$ cat config.mk
export PLATFORM = sky130hd
export DESIGN_NAME = mem_port_arbiter_flat
export DESIGN_NICKNAME = d
export VERILOG_FILES = /design/src/rtl/holy_core_pkg.sv /design/src/rtl/mem_port_arbiter_if.sv /design/src/rtl/arb_watchdog.sv /design/src/rtl/mem_port_arbiter.sv /design/src/flat_wrapper.sv
export SDC_FILE = /design/constraint.sdc
export NUM_CORES = 1
export LEC_CHECK = 0
export ABC_AREA = 1
export CORE_ASPECT_RATIO = 0.9
export CORE_MARGIN = 1.5
export CORE_UTILIZATION = 31
export DETAILED_ROUTE_END_ITERATION = 16
export PLACE_DENSITY = 0.84
export SLEW_MARGIN = 5
export SYNTH_ARGS = -nofsm -noshare
export SYNTH_HDL_FRONTEND = slang
export SYNTH_SLANG_ARGS = --single-unit
$ cat constraint.sdc
create_clock -name clk -period 1.43 [get_ports clk]
set_input_delay 0.3575 -clock clk [delete_from_list [all_inputs] [get_ports clk]]
set_output_delay 0.3575 -clock clk [all_outputs]
set_load 0.005 [all_outputs]
$ cat src/rtl/holy_core_pkg.sv
// Shared types and defaults for the core's memory-port arbiter.
package holy_core_pkg;

    typedef enum logic [1:0] {
        ARB_IDLE  = 2'd0,
        ARB_ISSUE = 2'd1,
        ARB_WAIT  = 2'd2
    } arb_state_t;

    typedef enum logic [1:0] {
        ARB_OWNER_NONE = 2'd0,
        ARB_OWNER_I    = 2'd1,
        ARB_OWNER_D    = 2'd2
    } arb_owner_t;

    localparam int ARB_MAX_D_STREAK_DEF   = 4;
    localparam int ARB_TIMEOUT_CYCLES_DEF = 255;

    // Wide enough for the largest legal streak limit (15).
    localparam int ARB_STREAK_W = 4;

    function automatic logic [ARB_STREAK_W-1:0] streak_next(input logic [ARB_STREAK_W-1:0] s);
        return (s == '1) ? s : s + 1'b1;
    endfunction

endpackage

$ cat src/rtl/mem_port_arbiter_if.sv
// Bundle of fetch, load/store and memory-side signals around the memory-port arbiter.
// master = the arbiter's view, slave = the core/memory environment's view.
interface mem_port_arbiter_if #(
    parameter int ADDR_W = 32,
    parameter int DATA_W = 32
);
    localparam int BE_W = DATA_W / 8;

    logic              i_req;
    logic [ADDR_W-1:0] i_addr;
    logic [DATA_W-1:0] i_rdata;
    logic              i_valid;
    logic              i_stall;

    logic              d_req;
    logic              d_we;
    logic [ADDR_W-1:0] d_addr;
    logic [DATA_W-1:0] d_wdata;
    logic [BE_W-1:0]   d_be;
    logic [DATA_W-1:0] d_rdata;
    logic              d_valid;
    logic              d_stall;

    logic              m_req;
    logic              m_we;
    logic [ADDR_W-1:0] m_addr;
    logic [DATA_W-1:0] m_wdata;
    logic [BE_W-1:0]   m_be;
    logic              m_gnt;
    logic              m_rvalid;
    logic [DATA_W-1:0] m_rdata;
    logic              bus_err;

    modport master (
        input  i_req, i_addr,
        input  d_req, d_we, d_addr, d_wdata, d_be,
        input  m_gnt, m_rvalid, m_rdata,
        output i_rdata, i_valid, i_stall,
        output d_rdata, d_valid, d_stall,
        output m_req, m_we, m_addr, m_wdata, m_be,
        output bus_err
    );

    modport slave (
        output i_req, i_addr,
        output d_req, d_we, d_addr, d_wdata, d_be,
        output m_gnt, m_rvalid, m_rdata,
        input  i_rdata, i_valid, i_stall,
        input  d_rdata, d_valid, d_stall,
        input  m_req, m_we, m_addr, m_wdata, m_be,
        input  bus_err
    );

endinterface

$ cat src/rtl/arb_watchdog.sv
// Saturating cycle counter for the arbiter's transaction watchdog; expire is high
// during the LIMIT-th consecutive enabled cycle since the last clear.
module arb_watchdog #(
    parameter int LIMIT = 255
) (
    input  logic clk,
    input  logic rst,
    input  logic clear,
    input  logic enable,
    output logic expire
);
    localparam int            CW   = $clog2(LIMIT + 1);
    localparam logic [CW-1:0] LAST = CW'(LIMIT - 1);

    logic [CW-1:0] count;

    always_ff @(posedge clk) begin
        if (rst || clear) begin
            count <= '0;
        end else if (enable && (count != '1)) begin
            count <= count + 1'b1;
        end
    end

    assign expire = enable && (count == LAST);

endmodule

$ cat src/rtl/mem_port_arbiter.sv
// Shares one single-outstanding memory port between fetch and load/store: data priority
// with a fetch anti-starvation streak limit. Optional watchdog abort: HOLY_ARB_TIMEOUT_EN.
module mem_port_arbiter
    import holy_core_pkg::*;
#(
    parameter int ADDR_W         = 32,
    parameter int DATA_W         = 32,
    parameter int MAX_D_STREAK   = ARB_MAX_D_STREAK_DEF,
    parameter int TIMEOUT_CYCLES = ARB_TIMEOUT_CYCLES_DEF
) (
    input logic                clk,
    input logic                rst,
    mem_port_arbiter_if.master bus
);
    localparam int BE_W = DATA_W / 8;
    localparam logic [ARB_STREAK_W-1:0] STREAK_LIMIT = ARB_STREAK_W'(MAX_D_STREAK);

    arb_state_t              state;
    arb_owner_t              owner;
    logic [ARB_STREAK_W-1:0] streak;

    logic              m_req_q;
    logic              m_we_q;
    logic [ADDR_W-1:0] m_addr_q;
    logic [DATA_W-1:0] m_wdata_q;
    logic [BE_W-1:0]   m_be_q;

    logic              accept;
    logic              complete;
    logic              abort;
    logic              respond;
    logic              grant_d;
    logic              grant_i;
    logic [DATA_W-1:0] resp_data;

    always_comb begin
        // NOTE: every always_comb output gets a default first so no path can infer a latch.
        accept   = 1'b0;
        complete = 1'b0;
        grant_d  = 1'b0;
        grant_i  = 1'b0;
        case (state)
            ARB_IDLE: begin
                grant_d = bus.d_req && (!bus.i_req || (streak < STREAK_LIMIT));
                grant_i = !grant_d && bus.i_req;
            end
            ARB_ISSUE: begin
                accept   = bus.m_gnt;
                complete = bus.m_gnt && bus.m_rvalid;
            end
            ARB_WAIT: begin
                complete = bus.m_rvalid;
            end
            default: begin
            end
        endcase
    end

`ifdef HOLY_ARB_TIMEOUT_EN
    logic wd_expire;

    arb_watchdog #(
        .LIMIT (TIMEOUT_CYCLES)
    ) u_watchdog (
        .clk    (clk),
        .rst    (rst),
        .clear  (state == ARB_IDLE),
        .enable (state != ARB_IDLE),
        .expire (wd_expire)
    );

    // A response arriving in the expiry cycle still wins over the abort.
    assign abort       = wd_expire && !complete;
    assign bus.bus_err = abort && !rst;
`else
    logic unused_timeout_cycles;

    assign unused_timeout_cycles = (TIMEOUT_CYCLES != 0);
    assign abort                 = 1'b0;
    assign bus.bus_err           = 1'b0;
`endif

    // NOTE: sequential state uses non-blocking assignments only; reset is synchronous.
    always_ff @(posedge clk) begin
        if (rst) begin
            state     <= ARB_IDLE;
            owner     <= ARB_OWNER_NONE;
            streak    <= '0;
            m_req_q   <= 1'b0;
            m_we_q    <= 1'b0;
            m_addr_q  <= '0;
            m_wdata_q <= '0;
            m_be_q    <= '0;
        end else begin
            case (state)
                ARB_IDLE: begin
                    if (grant_d) begin
                        state     <= ARB_ISSUE;
                        owner     <= ARB_OWNER_D;
                        m_req_q   <= 1'b1;
                        m_we_q    <= bus.d_we;
                        m_addr_q  <= bus.d_addr;
                        m_wdata_q <= bus.d_wdata;
                        m_be_q    <= bus.d_we ? bus.d_be : '1;
                        // The streak only grows while fetch is actually being held off.
                        streak    <= bus.i_req ? streak_next(streak) : '0;
                    end else if (grant_i) begin
                        state     <= ARB_ISSUE;
                        owner     <= ARB_OWNER_I;
                        m_req_q   <= 1'b1;
                        m_we_q    <= 1'b0;
                        m_addr_q  <= bus.i_addr;
                        m_wdata_q <= '0;
                        m_be_q    <= '1;
                        streak    <= '0;
                    end
                end
                ARB_ISSUE: begin
                    if (complete || abort) begin
                        state   <= ARB_IDLE;
                        owner   <= ARB_OWNER_NONE;
                        m_req_q <= 1'b0;
                    end else if (accept) begin
                        state   <= ARB_WAIT;
                        m_req_q <= 1'b0;
                    end
                end
                ARB_WAIT: begin
                    if (complete || abort) begin
                        state <= ARB_IDLE;
                        owner <= ARB_OWNER_NONE;
                    end
                end
                default: begin
                    state   <= ARB_IDLE;
                    owner   <= ARB_OWNER_NONE;
                    m_req_q <= 1'b0;
                end
            endcase
        end
    end

    // Responses are pulsed in the m_rvalid cycle itself, so valid/rdata bypass the registers.
    assign respond   = (complete || abort) && !rst;
    assign resp_data = abort ? '0 : bus.m_rdata;

    assign bus.i_valid = respond && (owner == ARB_OWNER_I);
    assign bus.d_valid = respond && (owner == ARB_OWNER_D);
    assign bus.i_rdata = resp_data;
    assign bus.d_rdata = resp_data;
    assign bus.i_stall = bus.i_req && !bus.i_valid;
    assign bus.d_stall = bus.d_req && !bus.d_valid;

    assign bus.m_req   = m_req_q;
    assign bus.m_we    = m_we_q;
    assign bus.m_addr  = m_addr_q;
    assign bus.m_wdata = m_wdata_q;
    assign bus.m_be    = m_be_q;

endmodule

$ cat src/flat_wrapper.sv
// flat-port wrapper written by rule: the top's interface ports become plain ports
module mem_port_arbiter_flat import holy_core_pkg::*;
#(
    parameter int ADDR_W         = 32,
    parameter int DATA_W         = 32,
    parameter int MAX_D_STREAK   = ARB_MAX_D_STREAK_DEF,
    parameter int TIMEOUT_CYCLES = ARB_TIMEOUT_CYCLES_DEF
)
  (clk, rst, bus_i_req, bus_i_addr, bus_d_req, bus_d_we, bus_d_addr, bus_d_wdata, bus_d_be, bus_m_gnt, bus_m_rvalid, bus_m_rdata, bus_i_rdata, bus_i_valid, bus_i_stall, bus_d_rdata, bus_d_valid, bus_d_stall, bus_m_req, bus_m_we, bus_m_addr, bus_m_wdata, bus_m_be, bus_bus_err);
  mem_port_arbiter_if #(.ADDR_W(ADDR_W), .DATA_W(DATA_W)) bus_i ();
  input logic clk;
  input logic rst;
  input wire logic [$bits(bus_i.i_req)-1:0] bus_i_req;
  input wire logic [$bits(bus_i.i_addr)-1:0] bus_i_addr;
  input wire logic [$bits(bus_i.d_req)-1:0] bus_d_req;
  input wire logic [$bits(bus_i.d_we)-1:0] bus_d_we;
  input wire logic [$bits(bus_i.d_addr)-1:0] bus_d_addr;
  input wire logic [$bits(bus_i.d_wdata)-1:0] bus_d_wdata;
  input wire logic [$bits(bus_i.d_be)-1:0] bus_d_be;
  input wire logic [$bits(bus_i.m_gnt)-1:0] bus_m_gnt;
  input wire logic [$bits(bus_i.m_rvalid)-1:0] bus_m_rvalid;
  input wire logic [$bits(bus_i.m_rdata)-1:0] bus_m_rdata;
  output wire logic [$bits(bus_i.i_rdata)-1:0] bus_i_rdata;
  output wire logic [$bits(bus_i.i_valid)-1:0] bus_i_valid;
  output wire logic [$bits(bus_i.i_stall)-1:0] bus_i_stall;
  output wire logic [$bits(bus_i.d_rdata)-1:0] bus_d_rdata;
  output wire logic [$bits(bus_i.d_valid)-1:0] bus_d_valid;
  output wire logic [$bits(bus_i.d_stall)-1:0] bus_d_stall;
  output wire logic [$bits(bus_i.m_req)-1:0] bus_m_req;
  output wire logic [$bits(bus_i.m_we)-1:0] bus_m_we;
  output wire logic [$bits(bus_i.m_addr)-1:0] bus_m_addr;
  output wire logic [$bits(bus_i.m_wdata)-1:0] bus_m_wdata;
  output wire logic [$bits(bus_i.m_be)-1:0] bus_m_be;
  output wire logic [$bits(bus_i.bus_err)-1:0] bus_bus_err;
  assign bus_i.i_req = bus_i_req;
  assign bus_i.i_addr = bus_i_addr;
  assign bus_i.d_req = bus_d_req;
  assign bus_i.d_we = bus_d_we;
  assign bus_i.d_addr = bus_d_addr;
  assign bus_i.d_wdata = bus_d_wdata;
  assign bus_i.d_be = bus_d_be;
  assign bus_i.m_gnt = bus_m_gnt;
  assign bus_i.m_rvalid = bus_m_rvalid;
  assign bus_i.m_rdata = bus_m_rdata;
  assign bus_i_rdata = bus_i.i_rdata;
  assign bus_i_valid = bus_i.i_valid;
  assign bus_i_stall = bus_i.i_stall;
  assign bus_d_rdata = bus_i.d_rdata;
  assign bus_d_valid = bus_i.d_valid;
  assign bus_d_stall = bus_i.d_stall;
  assign bus_m_req = bus_i.m_req;
  assign bus_m_we = bus_i.m_we;
  assign bus_m_addr = bus_i.m_addr;
  assign bus_m_wdata = bus_i.m_wdata;
  assign bus_m_be = bus_i.m_be;
  assign bus_bus_err = bus_i.bus_err;
  mem_port_arbiter #(.ADDR_W(ADDR_W), .DATA_W(DATA_W), .MAX_D_STREAK(MAX_D_STREAK), .TIMEOUT_CYCLES(TIMEOUT_CYCLES)) u_core (.clk(clk), .rst(rst), .bus(bus_i));
endmodule
== Yosys cells after proc, flatten, opt, wreduce, memory -nomap -nowiden ==
Cells that the tools add are included.

* Register bits after elaboration: 78
* Bits in latches: 0
* Bits in writable memories: 0
* Memory bits (read-only): 0
* Input bits: 139
* Output and inout port bits: 139
* Word-level logic and storage cells: 73
* Memories: 0

* Add/sub/neg operators: 1
* Multipliers: 0
* Divide/modulo/power cells: 0
* $lt $le $gt $ge: 1
* Equal/unequal tests: 10
* Shift operators: 0
* Muxes and demuxes: 30
* Bitwise operators: 1
* Reduce and logical (&&, ||, !) cells: 22

{| class="wikitable"
|+ Operators by type and width
! kind !! count
|-
| 32-bit 2-to-1 mux || 4
|-
| 4-bit 2-to-1 mux || 7
|-
| 2-bit 2-to-1 mux || 6
|-
| 1-bit 2-to-1 mux || 9
|-
| 3-bit AND reduction || 3
|-
| 1-bit logical AND || 8
|-
| 3-bit by 1-bit inequality test with 1-bit output, second input constant || 2
|-
| 2-bit one-hot mux with 3 select lines || 1
|-
| 1-bit zero test || 5
|-
| 4-bit by 1-bit adder with 4-bit output, second input constant || 1
|-
| 2-bit by 1-bit equality test with 1-bit output, second input constant || 2
|-
| 2-bit equality test, second input constant || 2
|-
| 4-bit equality test, second input constant || 1
|-
| 4-bit by 3-bit less-than comparator with 1-bit output, second input constant || 1
|-
| 2-bit by 1-bit inequality test with 1-bit output, second input constant || 2
|-
| 2-bit one-hot mux with 2 select lines || 1
|-
| 2-bit AND reduction || 2
|-
| 3-bit inequality test, second input constant || 1
|-
| 1-bit one-hot mux with 3 select lines || 1
|-
| 2-bit zero test || 1
|-
| 1-bit one-hot mux with 2 select lines || 1
|-
| 2-bit nonzero test || 1
|-
| 2-bit OR reduction || 1
|-
| 1-bit logical OR || 1
|-
| 1-bit inverter || 1
|}

== Depth between registers and ports, before layout ==
Gate-level depths: netlist of the first run.

* Word-level depth: 9
* Gate-level depth with buffers: 9
* Gate-level depth less buffers: 9

== Worst setup path before layout of the first run ==
Ideal clock, no wire load.

* Path type: register to output
* From: register u_core.state[0]
* To: output bus_i_stall
* Data arrival time: 1096 ps
* Data required time: 1072 ps
* Path slack: -24 ps
* Stages on the path, launching flop included: 8
* Buffers on the path: 0
* Path through: dfxtp_1 inv_1 ha_1 nand3_1 nor2_1 nand3_1 nand2_1 inv_1

* Word-level cells in the longest chain between the ends: 6
* Elaborated cells on any way between the ends: 7
* Those cells by class: eq/ne (2); mux (1); reduce/logical (4)

{| class="wikitable"
|+ Ends and longest elaborated chain
! element !! line !! RTL
|-
| start, declared || mem_port_arbiter.sv:18 || <nowiki>arb_state_t state;</nowiki>
|-
| start signal, assigned || mem_port_arbiter.sv:86 || <nowiki>state <= ARB_IDLE;</nowiki>
|-
| start signal, assigned || mem_port_arbiter.sv:98 || <nowiki>state <= ARB_ISSUE;</nowiki>
|-
| start signal, assigned || mem_port_arbiter.sv:108 || <nowiki>state <= ARB_ISSUE;</nowiki>
|-
| 2-bit equality test or 2-bit by 1-bit equality test with 1-bit output (tied branches) || mem_port_arbiter.sv:42 || <nowiki>case (state)</nowiki>
|-
| 1-bit one-hot mux with 2 select lines * || mem_port_arbiter.sv:42 ||
|-
| 1-bit logical AND * || mem_port_arbiter.sv:144 || <nowiki>assign respond = (complete || abort) && !rst;</nowiki>
|-
| 1-bit logical AND * || mem_port_arbiter.sv:147 || <nowiki>assign bus.i_valid = respond && (owner == ARB_OWNER_I);</nowiki>
|-
| 1-bit zero test * || mem_port_arbiter.sv:151 || <nowiki>assign bus.i_stall = bus.i_req && !bus.i_valid;</nowiki>
|-
| 1-bit logical AND * || mem_port_arbiter.sv:151 ||
|-
| end, declared || flat_wrapper.sv:25 || <nowiki>output wire logic [$bits(bus_i.i_stall)-1:0] bus_i_stall;</nowiki>
|}

Every way passes the cells marked *; elsewhere a longest branch is shown, timed or not.

== Worst setup path in the final report of the first run ==
Ends and elaborated chain as after synthesis.

==> results.cfg, run 1 <==
[clocking]
cts_tree = done
worstSkewPairLatency_ns = 0.33
cts_buffers = 9
clock_sinks = 78
clockBufferDepth = 2
cts.reportedPaths.clkPinSlew_ns = 0.06
h-tree-depth = 3
root_buffer = clkbuf_16

[grt]
track_usage = 0.179
grt_pass1_vias = 3596
grt_first_pass_wirelength_um = 18200
grt-ovfl-total = 0
grt_max_degree = 41
antenna_found_initial = 0

[run_status]
violations = negative setup slack
outcome = complete, but fails checks

[logic_synthesis]
ys_seq_elements = 78
synth.top_cells.by_area = dfxtp_1, buf_4, a21oi_1
netlist.area_leader.share = 0.418
synth_edf_count = 0
synth_area_um2 = 3740
yosys_warnings = 0
seq_area_frac_synth = 0.418
synthFlopType = dfxtp_1
synth-async-reset-ratio = 0
synth_top_area_cell = dfxtp_1
synth_cells = 487
synth_cell_types = 23
syn_nets = 630
syn_area_per_cell_um2 = 7.67

[detailed_routing]
route.final.wire_length_um = 11400
wl_per_cell_um = 14.4
dr.pass1.iters = 4
drtIter0Drc = 159
viasPerCell = 4.56
drc = 0
vias = 3614
ant_nets = 0

[die]
fp.dieW_um = 119
start_util = 0.323
core.rowCount = 37
die-area_um2 = 12700
ioPinCount = 278
core_area_um2 = 11600
die_h_um = 107

[timing]
post-route-period-util = 1.41
fin_crit_ns = 2.02
setup_tns_ns = -7.26
hold_slack_ns = 0.446
grt_setup_unrepaired = true
skew_ns = 0.00426
fmax_mhz = 496
setup_violations = 45
setup_ws_ns = -0.587
finalHoldViolations = 0
slew_violations = 0

[power]
power.internal_mw = 6.38
p_total_mw = 9.72
p_leak_nw = 2.61
pwr-share-comb = 0.459
p_sw_mw = 3.34
pwr-share-clk = 0.223
power_density_nw_per_um2 = 1640
irDropWorstVdd_uv = 607
swShare = 0.343
p_seq_frac = 0.319

[finish]
num_antenna_cells = 0
drive_gt1_frac = 0.215
nets = 775
utilization = 0.513
areaGrowthSynthToFinish_pct = 59.0

[setup_path]
worst-path-max-fanout = 3
cpPeakStageDelay_ns = 0.37
crit_top_cell = nand3_4
cp.arrival_ns = 1.66
r2r_slack_ns = -0.53
crit_type = register to output port
regToRegStartpoint = u_core.state[1]$_SDFFE_PP0P_
reg2reg_depth = 16
r2r_end = u_core.owner[0]$_SDFFE_PP0P_
slowest_stage = dfxtp_4
end_kind = output port
cp_cell_sequence = inv_4 > ha_4 > nand3_4 > nor2_4 > buf_6 > nand3_4 > nand2_2 > inv_1 > buf_2
cp.required_ns = 1.07
start_kind = register

[place]
gp_congestion = 0.773
post-dp-hpwl_um = 7610
io_buffers = 180
dp_worst_setup_slack_ns = -0.862

[flow_run]
drv_cap = 0

[hold_path]
hold_path_class = register to register
hold_depth = 2
hp-start = u_core.streak[3]$_SDFFE_PP0P_
hold_end = u_core.streak[3]$_SDFFE_PP0P_
-- cells in the mapped netlist, types with 2 or more instances --
| cell | number |
|---|---|
| a21oi_1 | 73 |
| buf_2 | 10 |
| buf_4 | 66 |
| buf_6 | 4 |
| clkbuf_1 | 11 |
| clkbuf_2 | 3 |
| dfxtp_1 | 78 |
| ha_1 | 4 |
| inv_1 | 15 |
| inv_2 | 2 |
| nand2_1 | 91 |
| nand3_1 | 12 |
| nor2_1 | 13 |
| o21ai_0 | 57 |
| o21ai_1 | 10 |
| or2_2 | 31 |
-- power by group through the flow --
stage               Combinational (mW)  Clock [mW]  Sequential, mW
detailed placement                3.88           0            3.12
CTS                               4.17        2.24            3.09
finish                            4.46        2.16            3.10
floorplan                         1.90           0            3.15
global route                      4.88        2.33            3.17
global placement                  3.82           0            3.10
-- logic make-up after synthesis --
kind of cell / count (synthesis) / synth area share
AO/OA/AOI/OAI: 142 / 0.194
XOR/XNOR: 1 / 0.00234
adder cells (fa/ha/maj): 4 / 0.0134
buffers and inverters: 111 / 0.190
flip-flops: 78 / 0.418
other: 1 / 0.00100
AND/OR/NAND/NOR: 150 / 0.181
-- routing by layer --
layer  GRT usage  routed length (µm)  up-vias
met5           0                   0        -
met4      0.0594                 174        0
met3      0.0553                 830       26
met2       0.308                5570      134
met1       0.212                4810     1641
li1            -                   -     1813
-- area by class of cell --
cell class / count / area, µm²
Clock buffer: 13 / 270
Clock inverter: 3 / 17.5
Fill cell: 1104 / 5630
Inverter: 17 / 81.3
Multi-Input combinational cell: 298 / 1620
Sequential cell: 78 / 1570
Tap cell: 156 / 195
Timing Repair Buffer: 228 / 2190
-- critical path: cells and delay by family, from the launching register on --
| kind | cells | cell delay (ns) |
|---|---|---|
| flip-flops | 1 | 0.37 |
| AND/OR/NAND/NOR | 4 | 0.36 |
| buffers and inverters | 4 | 0.31 |
| adder cells (fa/ha/maj) | 1 | 0.28 |
-- cell usage in the layout (no fill, tap or decap), types with 3 or more instances in the layout --
cell	n
a21oi_2	7
buf_2	4
nand2_1	82
nand3_4	4
o21ai_1	10
inv_4	4
ha_4	3
clkbuf_16	9
a21oi_1	66
clkbuf_8	3
o21ai_0	57
or2_2	31
nand2_2	7
buf_4	30
dlygate4sd2_1	72
clkdlybuf4s50_1	104
dfxtp_1	74
buf_12	5
buf_6	10
inv_1	11
nand3_1	7
nor2_1	11
-- through the flow --
| stage | cell area, µm² | cells |
|---|---|---|
| 2_1_floorplan | 3770 | 487 |
| 3_3_place_gp | 5370 | 754 |
| 3_5_place_dp | 5370 | 754 |
| 4_1_cts | 5830 | 789 |
| 5_1_grt | 5940 | 793 |
| 6_report | 5940 | 793 |
-- state kept, by name, summed over array words and instances (netlist names) --
name and count:
u_core.bus.m_addr 32, u_core.bus.m_wdata 32, u_core.bus.m_be 4, u_core.streak 4, u_core.owner 2, u_core.state 2, u_core.bus.m_req 1, u_core.bus.m_we 1
-- worst max-delay path by stage --
stage | startpoint | to | slack, ns | cells after the start
after floorplan | u_core.state[0]$_SDFFE_PP0P_ | bus_i_stall | 0.02 | 7
after global placement | bus_m_gnt | bus_i_valid | -0.83 | 8
after global routing | u_core.state[1]$_SDFFE_PP0P_ | bus_i_stall | -0.68 | 11
final | u_core.state[0]$_SDFFE_PP0P_ | bus_i_stall | -0.59 | 9
after detailed placement | bus_m_gnt | bus_i_valid | -0.86 | 8
after CTS | u_core.state[1]$_SDFFE_PP0P_ | bus_i_stall | -0.59 | 11
-- timing repair --
action | CTS | global route
hold buffers | 0 | 0
pin swaps | 12 | 5
endpoints found under the setup margin | 152 | 78
cloned | 1 | 0
resized for setup | 121 | 24
setup buffers | 27 | 4
No activity file was read; power rests on OpenSTA's default activity.
==> run 2: changes to the inputs <==
CORE_MARGIN = default   (was 1.5)
CORE_UTILIZATION = 34   (was 31)
PLACE_DENSITY = 0.87   (was 0.84)
SLEW_MARGIN = 20   (was 5)
clock period = 1.9 ns   (was 1.43 ns; I/O delays follow)
==> run 2 against run 1 <==
The run still ends with negative setup slack left; critical endpoint is now bus_d_stall; sequential cell count unchanged; critical path depth up 2; sequential power fell by 24%; highest routed layer unchanged; largest cell class unchanged; worst setup slack gained 0.33 ns; combinational power down 34%; count of clock-buffer cells in the layout is 3 lower; register-to-register slack gained 0.92 ns.
==> results.cfg, run 2 (synthesis gave the netlist of run 1 again) <==
[detailed_routing]
drc = 0
dr.pass1.iters = 7
vias = 3553
wl_per_cell_um = 14.3
route.final.wire_length_um = 10600
drtIter0Drc = 132
ant_nets = 0
viasPerCell = 4.77

[grt]
track_usage = 0.185
grt_first_pass_wirelength_um = 16500
grt_pass1_vias = 3502
grt_max_degree = 55
grt-ovfl-total = 0
antenna_found_initial = 1

[run_status]
outcome = complete, but fails checks
violations = negative setup slack

[setup_path]
cp.arrival_ns = 1.68
crit_type = register to output port
worst-path-max-fanout = 3
regToRegStartpoint = u_core.state[0]$_SDFFE_PP0P_
cp-startpoint = u_core.state[1]$_SDFFE_PP0P_
cp.required_ns = 1.42
end_kind = output port
start_kind = register

[hold_path]
hp-start = u_core.streak[3]$_SDFFE_PP0P_
hold_path_class = register to register

[clocking]
cts.reportedPaths.clkPinSlew_ns = 0.06
clock_sinks = 78
h-tree-depth = 3
worstSkewPairLatency_ns = 0.33
clockBufferDepth = 2
cts_buffers = 9
cts_tree = done
root_buffer = clkbuf_16

[finish]
drive_gt1_frac = 0.161
utilization = 0.551
areaGrowthSynthToFinish_pct = 54.4
layoutNonFillerInstCount = 745
layout_common_cells = clkdlybuf4s50_1, nand2_1, dfxtp_1
layout_commonest_cell = clkdlybuf4s50_1
ff_latch_area_um2 = 1570
n_fill_cell = 949
multi_input_area_um2 = 1560
nets = 753

[die]
ioPinCount = 278
fp.dieW_um = 113
die-area_um2 = 11400
core.rowCount = 35
core_area_um2 = 10500
start_util = 0.357
die_h_um = 101

[power]
p_total_mw = 7.36
p_seq_frac = 0.319
irDropWorstVdd_uv = 796
p_leak_nw = 2.26
pwr-share-comb = 0.399
p_sw_mw = 2.29
swShare = 0.311
power_density_nw_per_um2 = 1280
power.internal_mw = 5.07
pwr-share-clk = 0.283

[timing]
setup_violations = 4
finalHoldViolations = 0
skew_ns = 0.00640
setup_ws_ns = -0.253
slew_violations = 0
grt_setup_unrepaired = true
fin_crit_ns = 2.15
hold_slack_ns = 0.439
post-route-period-util = 1.13
fmax_mhz = 464

[place]
gp_congestion = 0.795
dp_worst_setup_slack_ns = -0.695
dp_cells = 723
io_buffers = 180
post-dp-hpwl_um = 7830

[flow_run]
drv_cap = 0
run 2: cell count changes in the layout (fill, tap and decap cells not counted), moves of 3 or more:
cell | before | now
a21oi_2 | 7 | 0
a21oi_1 | 66 | 73
nand2_2 | 7 | 3
clkdlybuf4s50_1 | 104 | 175
dlygate4sd2_1 | 72 | 1
clkbuf_8 | 3 | 0
bufinv_16 | 0 | 4
nand2_1 | 82 | 86
buf_6 | 10 | 5
buf_4 | 30 | 19
inv_2 | 1 | 5
nand3_1 | 7 | 10
run 2: worst max-delay path, stage by stage (launching register included):
cell     delay [ns]
dfxtp_4        0.36
inv_4          0.08
ha_4           0.15
nand2_4        0.05
nand2_2        0.09
nand3_4        0.08
nor2_4         0.15
nand2_4        0.08
buf_6          0.12
nand2_2        0.04
inv_1          0.03
buf_2          0.12
run 2: timing repair:
item                       4_1_cts  5_1_grt
hold buffers                     0        0
setup endpoints to repair        4        4
setup buffers                    4        1
resized for setup               44        7
cloned                           0        0
pin swaps                        7        5
run 2: per-layer routing:
layer,GRT usage,share of wire,up-vias
li1,-,-,1768
met5,0,0,-
met4,0.0841,0.021,0
met1,0.199,0.37,1595
met2,0.318,0.52,161
met3,0.0814,0.089,29
run 2: worst paths after layout:
check | slack [ns] | endpoint | cells past startpoint
setup / recovery | -0.25 | bus_d_stall | 11
hold / removal | 0.44 | u_core.streak[3]$_SDFFE_PP0P_ | 2
setup reg to reg | 0.39 | u_core.owner[1]$_SDFFE_PP0P_ | 8
hold reg to reg | 0.44 | u_core.streak[3]$_SDFFE_PP0P_ | 2
run 2: power by group through the flow:
stage | clock network, mW | logic, mW | registers, mW
floorplan | 0 | 1.39 | 2.36
global placement | 0 | 2.69 | 2.31
detailed placement | 0 | 2.79 | 2.34
CTS | 2.14 | 2.91 | 2.34
global route | 2.22 | 3.23 | 2.40
finish | 2.08 | 2.94 | 2.35
run 2: final cells by class:
| class | count | share of cell area |
|---|---|---|
| well taps | 129 | 0.0280 |
| clock inverters | 6 | 0.0232 |
| clock buffers | 10 | 0.0397 |
| repair buffers | 206 | 0.355 |
| inverters | 17 | 0.0119 |
| multi-input cells | 298 | 0.270 |
| diodes | 1 | 0.000434 |
| flip-flops and latches | 78 | 0.272 |
run 2: stage by stage:
stage / TNS, ns / area, µm²
3_3_place_gp: -8.39 / 5260
6_report: -0.876 / 5770
3_5_place_dp: -11.45 / 5260
2_1_floorplan: 0 / 3740
4_1_cts: -0.910 / 5730
5_1_grt: -1.27 / 5770
==> run 3: changes to the inputs <==
CELL_PAD_IN_SITES_DETAIL_PLACEMENT = 1   (was default)
CELL_PAD_IN_SITES_GLOBAL_PLACEMENT = 2   (was default)
CORE_UTILIZATION = 17   (was 34)
PLACE_DENSITY = 0.88   (was 0.87)
==> run 3 against run 2 <==
The flow still finishes with violations (negative setup slack); count of clock-buffer cells in the layout increased by 2; routed wire length increased by 16%; clock power decreased by 9.6%; first-iteration DRC count decreased by 17%; via count decreased by 0.48%; worst hold slack improved by 0.0042 ns; sequential cell count unchanged; final area increased by 3.5%; die area increased by 98%; critical path depth decreased by 2; final cell count increased by 22%; maximum frequency decreased by 0.26%; critical endpoint is now bus_i_stall.
==> results.cfg, run 3 (synthesis gave the netlist of run 1 again) <==
[die]
die-area_um2 = 22600
core_area_um2 = 21600
die_h_um = 143
core.rowCount = 51
fp.dieW_um = 158
ioPinCount = 278
start_util = 0.173

[flow_run]
drv_cap = 0

[detailed_routing]
drtIter0Drc = 110
viasPerCell = 3.90
drc = 0
wl_per_cell_um = 13.7
dr.pass1.iters = 4
ant_nets = 0
route.final.wire_length_um = 12400
vias = 3536

[place]
gp_congestion = 0.717
post-dp-hpwl_um = 8720
dp_worst_setup_slack_ns = -0.766
dp_cells = 884
io_buffers = 180
place_area_um2 = 5490

[clocking]
clockBufferDepth = 2
clock_sinks = 78
worstSkewPairLatency_ns = 0.34
cts_tree = done
root_buffer = clkbuf_16
cts.reportedPaths.clkPinSlew_ns = 0.06
h-tree-depth = 3
cts_buffers = 9

[timing]
fin_crit_ns = 2.16
fmax_mhz = 463
grt_setup_unrepaired = true
hold_slack_ns = 0.443
slew_violations = 0
post-route-period-util = 1.14
finalHoldViolations = 0
setup_ws_ns = -0.259
setup_violations = 4
setup_tns_ns = -0.816
skew_ns = 0.00404

[finish]
drive_gt1_frac = 0.161
areaGrowthSynthToFinish_pct = 59.8
n_fill_cell = 2586
final_area_um2 = 5970
utilization = 0.277
layout_common_cells = clkdlybuf4s50_1, nand2_1, dfxtp_1
num_antenna_cells = 0
layoutNonFillerInstCount = 907
layout_commonest_cell = clkdlybuf4s50_1
nets = 754

[setup_path]
cp-endpoint = bus_i_stall
cp.required_ns = 1.42
cpPeakStageDelay_ns = 0.38
start_kind = register
cp_cell_sequence = inv_4 > ha_4 > nand3_4 > nor2_4 > buf_6 > nand3_4 > nand2_2 > inv_2 > buf_6
slowest_stage = dfxtp_4
regToRegStartpoint = u_core.state[0]$_SDFFE_PP0P_
cp.arrival_ns = 1.68
reg2reg_depth = 8
crit_type = register to output port
cp-startpoint = u_core.state[0]$_SDFFE_PP0P_
worst-path-max-fanout = 3
r2r_end = u_core.bus.m_be[3]$_SDFFE_PP0P_
end_kind = output port
r2r_slack_ns = 0.35

[hold_path]
hold_depth = 2
hold_path_class = register to register

[power]
p_total_mw = 7.33
power.internal_mw = 4.91
p_leak_nw = 2.26
pwr-share-comb = 0.424
irDropWorstVdd_uv = 396
power_density_nw_per_um2 = 1230
p_seq_frac = 0.319
pwr-share-clk = 0.257
swShare = 0.330
p_sw_mw = 2.42

[grt]
grt_pass1_vias = 3584
grt-ovfl-total = 0
grt_first_pass_wirelength_um = 18900
antenna_found_initial = 1
grt_max_degree = 50
track_usage = 0.111

[run_status]
violations = negative setup slack
outcome = complete, but fails checks
-- run 3: cell types whose count changed in the layout (fill, tap and decap cells not counted), sizes merged --
cell,delta
bufinv,-2
clkbuf,+2
buf,+1
diode,-1
-- run 3: routing by layer --
metal	vias up	part of all wire	GRT usage
met5	-	0.00065	0
met2	106	0.48	0.187
li1	1764	-	-
met3	17	0.080	0.0464
met4	2	0.013	0.0359
met1	1647	0.42	0.125
-- run 3: worst min-delay path by stage --
stage | startpoint | end | slack (ns)
6_report | u_core.streak[3]$_SDFFE_PP0P_ | u_core.streak[3]$_SDFFE_PP0P_ | 0.44
5_1_grt | u_core.streak[3]$_SDFFE_PP0P_ | u_core.streak[3]$_SDFFE_PP0P_ | 0.47
4_1_cts | u_core.streak[3]$_SDFFE_PP0P_ | u_core.streak[3]$_SDFFE_PP0P_ | 0.45
3_5_place_dp | u_core.streak[3]$_SDFFE_PP0P_ | u_core.streak[3]$_SDFFE_PP0P_ | 0.44
3_3_place_gp | u_core.streak[3]$_SDFFE_PP0P_ | u_core.streak[3]$_SDFFE_PP0P_ | 0.43
2_1_floorplan | u_core.streak[3]$_SDFFE_PP0P_ | u_core.streak[3]$_SDFFE_PP0P_ | 0.42
-- run 3: repair_timing --
action                                  CTS  global route
endpoints found under the setup margin    4             4
buffers inserted                          6             1
resized for setup                        43             8
hold buffers                              0             0
pin swaps                                 5             3
-- run 3: worst max-delay path: cells and delay by family, from the launching register on --
kind                     cells  cell delay [ns]
buffers and inverters        4             0.31
adder cells (fa/ha/maj)      1             0.27
AND/OR/NAND/NOR              4             0.37
flip-flops                   1             0.38
-- run 3: power by group through the flow --
stage / combinational (mW) / sequential (mW) / clock [mW]
2_1_floorplan: 1.39 / 2.36 / 0
3_3_place_gp: 2.91 / 2.32 / 0
3_5_place_dp: 2.96 / 2.34 / 0
4_1_cts: 3.14 / 2.33 / 1.97
5_1_grt: 3.45 / 2.40 / 2.04
6_report: 3.10 / 2.34 / 1.88
-- run 3: layout make-up --
cell class,instances,area (µm²),share of cell area
Clock buffer,12,246,0.0413
Clock inverter,4,70.1,0.0117
Inverter,17,68.8,0.0115
Multi-Input combinational cell,298,1560,0.262
Sequential cell,78,1570,0.263
Tap cell,291,364,0.0610
Timing Repair Buffer,207,2090,0.350
